**config.mk**
```make
export PLATFORM = sky130hd
export DESIGN_NAME = paralelo_serie_param
export DESIGN_NICKNAME = d
export VERILOG_FILES = /design/src/rtl/paralelo_serie_param.sv
export SDC_FILE = /design/constraint.sdc
export NUM_CORES = 1
export LEC_CHECK = 0
export ABC_AREA = 1
export ABC_CLOCK_PERIOD_IN_PS = 2050
export CAP_MARGIN = 20
export CORE_MARGIN = 1.5
export CORE_UTILIZATION = 49
export DETAILED_ROUTE_END_ITERATION = 10
export GPL_ROUTABILITY_DRIVEN = 0
export GPL_TIMING_DRIVEN = 0
export PLACE_DENSITY = 0.77
export SYNTH_ARGS = -nofsm -noshare
export SYNTH_HDL_FRONTEND = slang
export SYNTH_SLANG_ARGS = --single-unit
```
**constraint.sdc**
```tcl
create_clock -name clk_8f -period 2.05 [get_ports clk_8f]
set_input_delay 0.41 -clock clk_8f [delete_from_list [all_inputs] [get_ports clk_8f]]
set_output_delay 0.41 -clock clk_8f [all_outputs]
set_load 0.02 [all_outputs]
```
**src/rtl/paralelo_serie_param.sv**
```systemverilog
// Parallel-to-serial converter for the PHY transmit path.
// Accepts words through a valid/ready handshake, buffers one word in a
// holding register and shifts words out one bit per clk_8f cycle. When
// nothing is pending, the idle word is transmitted instead.
module paralelo_serie_param #(
    parameter int               WIDTH     = 8,
    parameter logic [WIDTH-1:0] IDLE_WORD = 8'hBC,
    parameter bit               MSB_FIRST = 1'b1
) (
    input  logic             clk_8f,
    input  logic             reset,
    input  logic [WIDTH-1:0] data_in,
    input  logic             valid_in,
    output logic             ready_out,
    output logic             data_out,
    output logic             valid_out,
    output logic             word_start,
    output logic [WIDTH-1:0] data2send
);

    localparam int             CW   = (WIDTH > 1) ? $clog2(WIDTH) : 1;
    localparam logic [CW-1:0]  LAST = CW'(WIDTH - 1);

    logic [CW-1:0]    bit_cnt;
    logic [WIDTH-1:0] shreg;
    logic             word_is_data;
    logic [WIDTH-1:0] hold;
    logic             hold_full;

    logic             boundary;
    logic             xfer;
    logic [CW-1:0]    bit_idx;

    // Output decode and handshake; the holding register frees up at the
    // last bit, so a new word can be taken there even when it is full.
    always_comb begin
        boundary   = (bit_cnt == LAST);
        ready_out  = !hold_full || boundary;
        xfer       = valid_in && ready_out;
        bit_idx    = MSB_FIRST ? (LAST - bit_cnt) : bit_cnt;
        data_out   = shreg[bit_idx];
        word_start = (bit_cnt == '0);
        valid_out  = word_is_data;
        data2send  = shreg;
    end

    // Bit counter, shift word selection at word boundaries, holding register.
    always_ff @(posedge clk_8f) begin
        if (reset) begin
            bit_cnt      <= '0;
            shreg        <= IDLE_WORD;
            word_is_data <= 1'b0;
            hold         <= '0;
            hold_full    <= 1'b0;
        end else begin
            bit_cnt <= boundary ? '0 : bit_cnt + 1'b1;
            if (boundary) begin
                if (hold_full) begin
                    // Held word goes out next; a simultaneous write refills hold.
                    shreg        <= hold;
                    word_is_data <= 1'b1;
                    if (xfer) begin
                        hold <= data_in;
                    end
                    hold_full <= xfer;
                end else if (xfer) begin
                    // Nothing waiting: the incoming word bypasses hold.
                    shreg        <= data_in;
                    word_is_data <= 1'b1;
                end else begin
                    shreg        <= IDLE_WORD;
                    word_is_data <= 1'b0;
                end
            end else if (xfer) begin
                hold      <= data_in;
                hold_full <= 1'b1;
            end
        end
    end

endmodule
```
==> summary.md, run 1 <==
| Metric | Value |
|---|---|
| Worst path max stage delay | 0.38 ns |
| Worst-skew pair later-pin latency | 0.30 ns |
| Arrival @ worst endpoint | 1.54 ns |
| Cell Count, Final, Fillers Out | 217 |
| Placed Cells | 212 |
| HP Class | reg -> reg |
| Startpoint Class | register |
| Max Root-Sink Buffers | 2 |
| Netlist cell types | 15 |
| LEAKAGE | 0.000713 uW |
| Number of global-route vias before repair | 946 |
| Initial Utilization | 0.533 |
| Largest net degree at the start of global routing | 12 |
| Worst VDD drop | 0.435 mV |
| Core Area | 2020 um2 |
| Post-Syn Nets | 178 |
| Root Driver | clkbuf_4 |
| Std cell rows | 16 |
| Achievable Freq | 513 MHz |
| Tot Pwr | 806 uW |
| Power density cells | 588 nW/um2 |
| Setup violators final | 0 |
| Clock transition at path regs | 0.11 ns |
| Diodes inserted | 0 |
| Sequential power share | 0.556 |
| Switching Share | 0.287 |
| Crit path buf inv count | 3 |
| Outcome | finished, final reports clean |
| Port Buf Inserts | 21 |
| Total routed wirelength | 2.23 mm |
| Synth Register Bits | 21 |
| Crit path launch | bit_cnt[0]$_SDFF_PP0_ |
| Final min period | 1.95 ns |
| Die Wd | 49.9 um |
| RSZ-0062 raised after global routing | no |
| Dominant cell type by area after synthesis | dfxtp_1 |
| Reg-to-Reg Start | bit_cnt[0]$_SDFF_PP0_ |
| Fin Hold WS | 0.469 ns |
| Syn Inst Count | 164 |
| Setup TNS | 0 ns |
| Synthesis Warnings | 0 |
| CTS tree | done |
| Grt ovf | 0 |
| Clock share of power | 0.245 |
| Final Skew | 0.00285 ns |
| Psw | 231 uW |
| CP cell instances | ha_1, ha_4, inv_2, nand2_2, buf_6, buf_2 |
| CTS H-tree lvls | 1 |
| Number of buffers created by CTS | 3 |
| Hold endpoint | bit_cnt[0]$_SDFF_PP0_ |
| Reg2reg setup slack | 0.71 ns |
| Max-slew violation count | 0 |
| Critical path's top delay family | adder cells |
| Top cells by area, synth | dfxtp_1 39%, inv_1 14%, nand2_1 12% |
| GRT Overall Usage | 0.210 |
| Period utilisation layout | 0.951 |
| CP max stage cell | dfxtp_4 |
| Syn Area/Cell | 6.57 um2 |
| Die area | 2490 um2 |
| Clk sinks | 21 |
| Slew HR | 0.819 |
| Combinational power share | 0.200 |
| Final hold violations | 0 |
| Worst r2r path cells | 8 |
| Die Y | 49.9 um |
| Post-route ant nets | 0 |
| Initial DRC count | 22 |
| DRC | 0 |
| Via density | 4.79 |
| Critical R2R Capture | hold[1]$_SDFFE_PP0P_ |
| Nets | 205 |
| Share of cells above drive strength 1 | 0.0895 |
| # Max-Cap Violations | 0 |
| Yosys top cell area share | 0.390 |
| Power Internal | 575 uW |
| Finished Core Util | 0.678 |
| Top Ports | 23 |
| Initial antenna violation count | 0 |
| Critical Path Stages | 6 |
| Mapped cell area | 1080 um2 |
| Hpwl dp | 1.71 mm |
| Hold Path Stages | 1 |
| Area grow syn2layout | 27.3% |
| DR WL/cell | 10.3 um |
| Vias | 1,039 |
| Crit-path max FO | 10 |
| Setup Crit Path Kind | reg -> out |
| Pre-Repair DR Iteration Count | 4 |
| Worst Hold Launch | bit_cnt[0]$_SDFF_PP0_ |
| Register area share after synthesis | 0.390 |
| WP data required | 1.64 ns |
| Slew @ Worst Pin | 0.270 ns |
| Global-route wire length before repair | 4.02 mm |
| CP Capture Type | output port |
-- kinds of logic (layout without fill, tap and decap cells) --
logic type                 Yosys count  count (layout)  share of synthesized area
buffers and inverters               47              73                      0.175
DFF                                 21              21                      0.390
and+or+nand+nor                     66              66                      0.273
AOI/OAI and AO/OA                   27              27                      0.127
adders and majority gates            3               3                     0.0348
-- how the worst max path moves through the flow --
stage,end,slack [ns]
after floorplan,ready_out,0.44
after global placement,ready_out,-0.29
after detailed placement,ready_out,-0.30
after CTS,ready_out,0.09
after global routing,ready_out,0.02
final,ready_out,0.10
-- power by group through the flow --
stage          logic [uW]  clock network, uW  registers (uW)
5_1_grt               183                221             452
6_report              161                197             448
2_1_floorplan         105                  0             453
3_3_place_gp          160                  0             455
4_1_cts               160                204             447
3_5_place_dp          164                  0             456
-- final cells by class --
cell class                      count  area, um2
Buffer                              4       31.3
Clock buffer                        4       26.3
Fill cell                         167        651
Inverter                           43        161
Multi-Input combinational cell     96        483
Sequential cell                    21        425
Tap cell                           27       33.8
Timing Repair Buffer               22        210
-- stage by stage --
step                      setup WS, ns  cell area (um2)
after floorplan                  0.440             1080
after global placement          -0.295             1320
after detailed placement        -0.302             1320
after CTS                       0.0864             1360
after global routing            0.0241             1370
final                            0.100             1370
-- layout by cell type (no fill, tap or decap), types with 2 or more instances in the layout --
cell and n:
a21oi_1 12, dfxtp_1 19, clkbuf_4 3, nand3_1 4
ha_1 2, buf_4 3, nand4_1 8, inv_2 2
inv_1 41, o21ai_0 14, dlygate4sd2_1 2, nand2_1 33
nor2_1 18, clkdlybuf4s50_1 18
-- Yosys cell counts --
master and n:
nand3_1 4, buf_4 3, a21oi_1 12, nand2_1 34
o21ai_0 14, nor2_1 18, nand4_1 8, inv_1 41
dfxtp_1 21, a31oi_1 1, nand2_4 1, ha_1 3
inv_2 2, clkbuf_2 1, nand3_4 1
-- worst reg2reg max path, stage by stage, from the launching register on --
cell     delay [ns]
dfxtp_4        0.38
ha_1           0.23
ha_4           0.18
inv_2          0.06
nand2_2        0.08
buf_6          0.16
nand4_1        0.07
nand2_1        0.05
nor2_1         0.08
-- metal layers --
layer / track usage / share of wire / vias to the layer above
met5: 0 / 0 / -
met4: 0.0833 / 0.016 / 0
met3: 0.0273 / 0.040 / 4
met2: 0.347 / 0.47 / 22
met1: 0.275 / 0.47 / 460
li1: - / - / 553
-- flip-flops by register name, indices dropped and copies added, names as in the netlist --
register   count
data2send      8
hold           8
bit_cnt        3
hold_full      1
valid_out      1
-- repair_timing --
action | in CTS | in global routing
hold buffers | 0 | 0
gates resized for setup | 12 | 1
gates cloned | 0 | 0
endpoints found under the setup margin | 3 | 1
buffers inserted | 1 | 0
Power figures use the tool's default switching activity.
==> run 2, diff against run 1 <==
--- a/config.mk
+++ b/config.mk
@@ -6,7 +6,7 @@
 export NUM_CORES = 1
 export LEC_CHECK = 0
 export ABC_AREA = 1
-export ABC_CLOCK_PERIOD_IN_PS = 2050
+export ABC_CLOCK_PERIOD_IN_PS = 1800
 export CAP_MARGIN = 20
 export CORE_MARGIN = 1.5
 export CORE_UTILIZATION = 49
==> constraint.sdc (replaced) <==
create_clock -name clk_8f -period 1.8 [get_ports clk_8f]
set_input_delay 0.36 -clock clk_8f [delete_from_list [all_inputs] [get_ports clk_8f]]
set_output_delay 0.36 -clock clk_8f [all_outputs]
set_load 0.02 [all_outputs]
==> run 2 against run 1 <==
Global-route usage is 0.13 points higher; final area is 0.55% higher; register-to-register slack worse by 0.22 ns; combinational power is 12% higher; critical endpoint unchanged; sequential power is 15% higher; final cell count is 0.46% lower; power is 14% higher; routed wire length is 1.5% higher; sequential share of layout area is 0.17 points lower; utilization is 0.37 points higher.
==> summary.md, run 2 (same netlist as run 1, synthesis figures left out) <==
| Metric | Value |
|---|---|
| Worst VDD drop | 0.496 mV (+14%) |
| Max Root-Sink Buffers | 2 (unchanged) |
| Dpl cell area | 1320 um2 (unchanged) |
| Tot Pwr | 922 uW (+14%) |
| Outcome | finished, final reports clean |
| Global-route wire length before repair | 4.04 mm (+0.52%) |
| Worst path max stage delay | 0.39 ns (about the same) |
| Grt ovf | 0 (unchanged) |
| Reg2reg setup slack | 0.49 ns (-0.22 ns) |
| Vias | 1,060 (+2.0%) |
| Period utilisation layout | 0.954 |
| Crit-path max FO | 11 (+1) |
| Nets | 204 (-0.49%) |
| Startpoint Class | register |
| Pre-Repair DR Iteration Count | 4 (unchanged) |
| Number of buffers created by CTS | 3 (unchanged) |
| Slew HR | 0.822 (+0.00243) |
| Area grow syn2layout | 28.0% |
| LEAKAGE | 0.000709 uW (-0.58%) |
| Hold endpoint | valid_out$_SDFFE_PP0P_ |
| Max-slew violation count | 0 (unchanged) |
| Most frequent cells in the layout | 41 x inv_1, 33 x nand2_1, 19 x dfxtp_1, 18 x nor2_1, 18 x clkdlybuf4s50_1 |
| Crit path buf inv count | 2 (-1) |
| Initial antenna violation count | 0 (unchanged) |
| Design area | 1380 um2 (+0.55%) |
| # Max-Cap Violations | 0 (unchanged) |
| Die Y | 49.9 um (unchanged) |
| Clock transition at path regs | 0.12 ns (about the same) |
| Finished Core Util | 0.682 (+0.00371) |
| Fin Hold WS | 0.425 ns (-0.0436 ns) |
| Via density | 4.91 (+2.5%) |
| DR WL/cell | 10.5 um (+1.9%) |
| CP cell instances | ha_4, ha_4, inv_4, nand2_4, buf_6 |
| Post-route ant nets | 0 (unchanged) |
| RSZ-0062 raised after global routing | no |
| Arrival @ worst endpoint | 1.36 ns (-0.18 ns) |
| Share of cells above drive strength 1 | 0.101 (+0.0111) |
| CTS H-tree lvls | 1 (unchanged) |
| Critical R2R Capture | hold[2]$_SDFFE_PP0P_ |
| Initial Utilization | 0.533 (unchanged) |
| Root Driver | clkbuf_4 |
| Final setup margin | 0.0831 ns (-0.0173 ns) |
| Setup Crit Path Kind | reg -> out |
| WP data required | 1.44 ns (-0.20 ns) |
| Largest net degree at the start of global routing | 12 (unchanged) |
| CP max stage cell | dfxtp_4 |
| Slew @ Worst Pin | 0.266 ns (-0.00363 ns) |
| Final min period | 1.72 ns |
| CP Capture Type | output port |
| Most frequent cell on the critical path | ha_4 |
| Worst Hold Launch | valid_in |
| Power density cells | 668 nW/um2 (+14%) |
| Die area | 2490 um2 (unchanged) |
| Total routed wirelength | 2.27 mm (+1.5%) |
| Hold Path Stages | 3 (+2) |
| Final Skew | 0.00681 ns (+0.00397 ns) |
| Worst-skew pair later-pin latency | 0.30 ns (about the same) |
| Initial DRC count | 18 (-18%) |
| Hpwl dp | 1.71 mm (unchanged) |
| Achievable Freq | 582 MHz |
| Reg-to-Reg Start | bit_cnt[0]$_SDFF_PP0_ |
| Std cell rows | 16 (unchanged) |
| Port Buf Inserts | 21 (unchanged) |
| Final hold violations | 0 (unchanged) |
| Commonest non-fill, non-tap cell in the layout | inv_1 |
| Core Area | 2020 um2 (unchanged) |
| CTS tree | done |
| Clk sinks | 21 (unchanged) |
| Critical path's top delay family | flip-flops |
| GRT Overall Usage | 0.211 (+0.00128) |
| Worst r2r path cells | 8 (unchanged) |
| Die Wd | 49.9 um (unchanged) |
| DRC | 0 (unchanged) |
| HP Class | in -> reg |
| Number of global-route vias before repair | 960 (+1.5%) |
| Top Ports | 23 (unchanged) |
| Critical Path Stages | 5 (-1) |
| Diodes inserted | 0 (unchanged) |
| Post-Place Worst Slack | -0.502 ns (-0.200 ns) |
| Setup violators final | 0 (unchanged) |
-- run 2: stage by stage --
stage,std cells,TNS (ns)
after floorplan,164,0
after global placement,212,-0.510
after detailed placement,212,-0.527
after CTS,217,-0.00836
after global routing,216,0
final,216,0
-- run 2: final cells by class --
class,instances,area [um2]
tap,27,33.8
multi-input combinational,96,500
buffer,3,20.0
fill,168,643
clock buffer,4,26.3
inverter,43,164
timing repair buffer,22,209
sequential,21,425
-- run 2: worst reg2reg max path, cell delays in order (launching register included) --
cell     delay, ns
dfxtp_4       0.41
ha_4          0.15
ha_4          0.16
inv_4         0.05
nand2_4       0.13
nand3_4       0.15
nand2_1       0.09
inv_1         0.04
nor2_1        0.09
-- run 2: layer usage --
metal,wire length (um),vias up,track usage
met5,0,-,0
met4,35,0,0.0833
met3,86,4,0.0273
met2,1070,28,0.353
met1,1080,477,0.274
li1,-,551,-
-- run 2: worst max-delay path by stage --
stage / from / endpoint / slack [ns]
after floorplan: bit_cnt[0]$_SDFF_PP0_ / ready_out / 0.24
after global placement: bit_cnt[0]$_SDFF_PP0_ / ready_out / -0.49
after detailed placement: bit_cnt[0]$_SDFF_PP0_ / ready_out / -0.50
after CTS: bit_cnt[0]$_SDFF_PP0_ / data_out / -0.008
after global routing: bit_cnt[0]$_SDFF_PP0_ / ready_out / 0.03
final: bit_cnt[0]$_SDFF_PP0_ / ready_out / 0.08
-- run 2: repair_timing --
| item | in CTS | in global routing |
|---|---|---|
| hold buffers | 0 | 0 |
| endpoints found under the setup margin | 3 | 3 |
| resized for setup | 19 | 4 |
| setup buffers | 1 | 0 |
-- run 2: power by group --
group	internal (uW)	total, uW	switching [uW]	leakage [uW]
logic	76.8	181	105	0.000521
registers	490	513	23.2	0.000173
clock network	86.5	227	141	0.0000150
total	653	922	269	0.000709
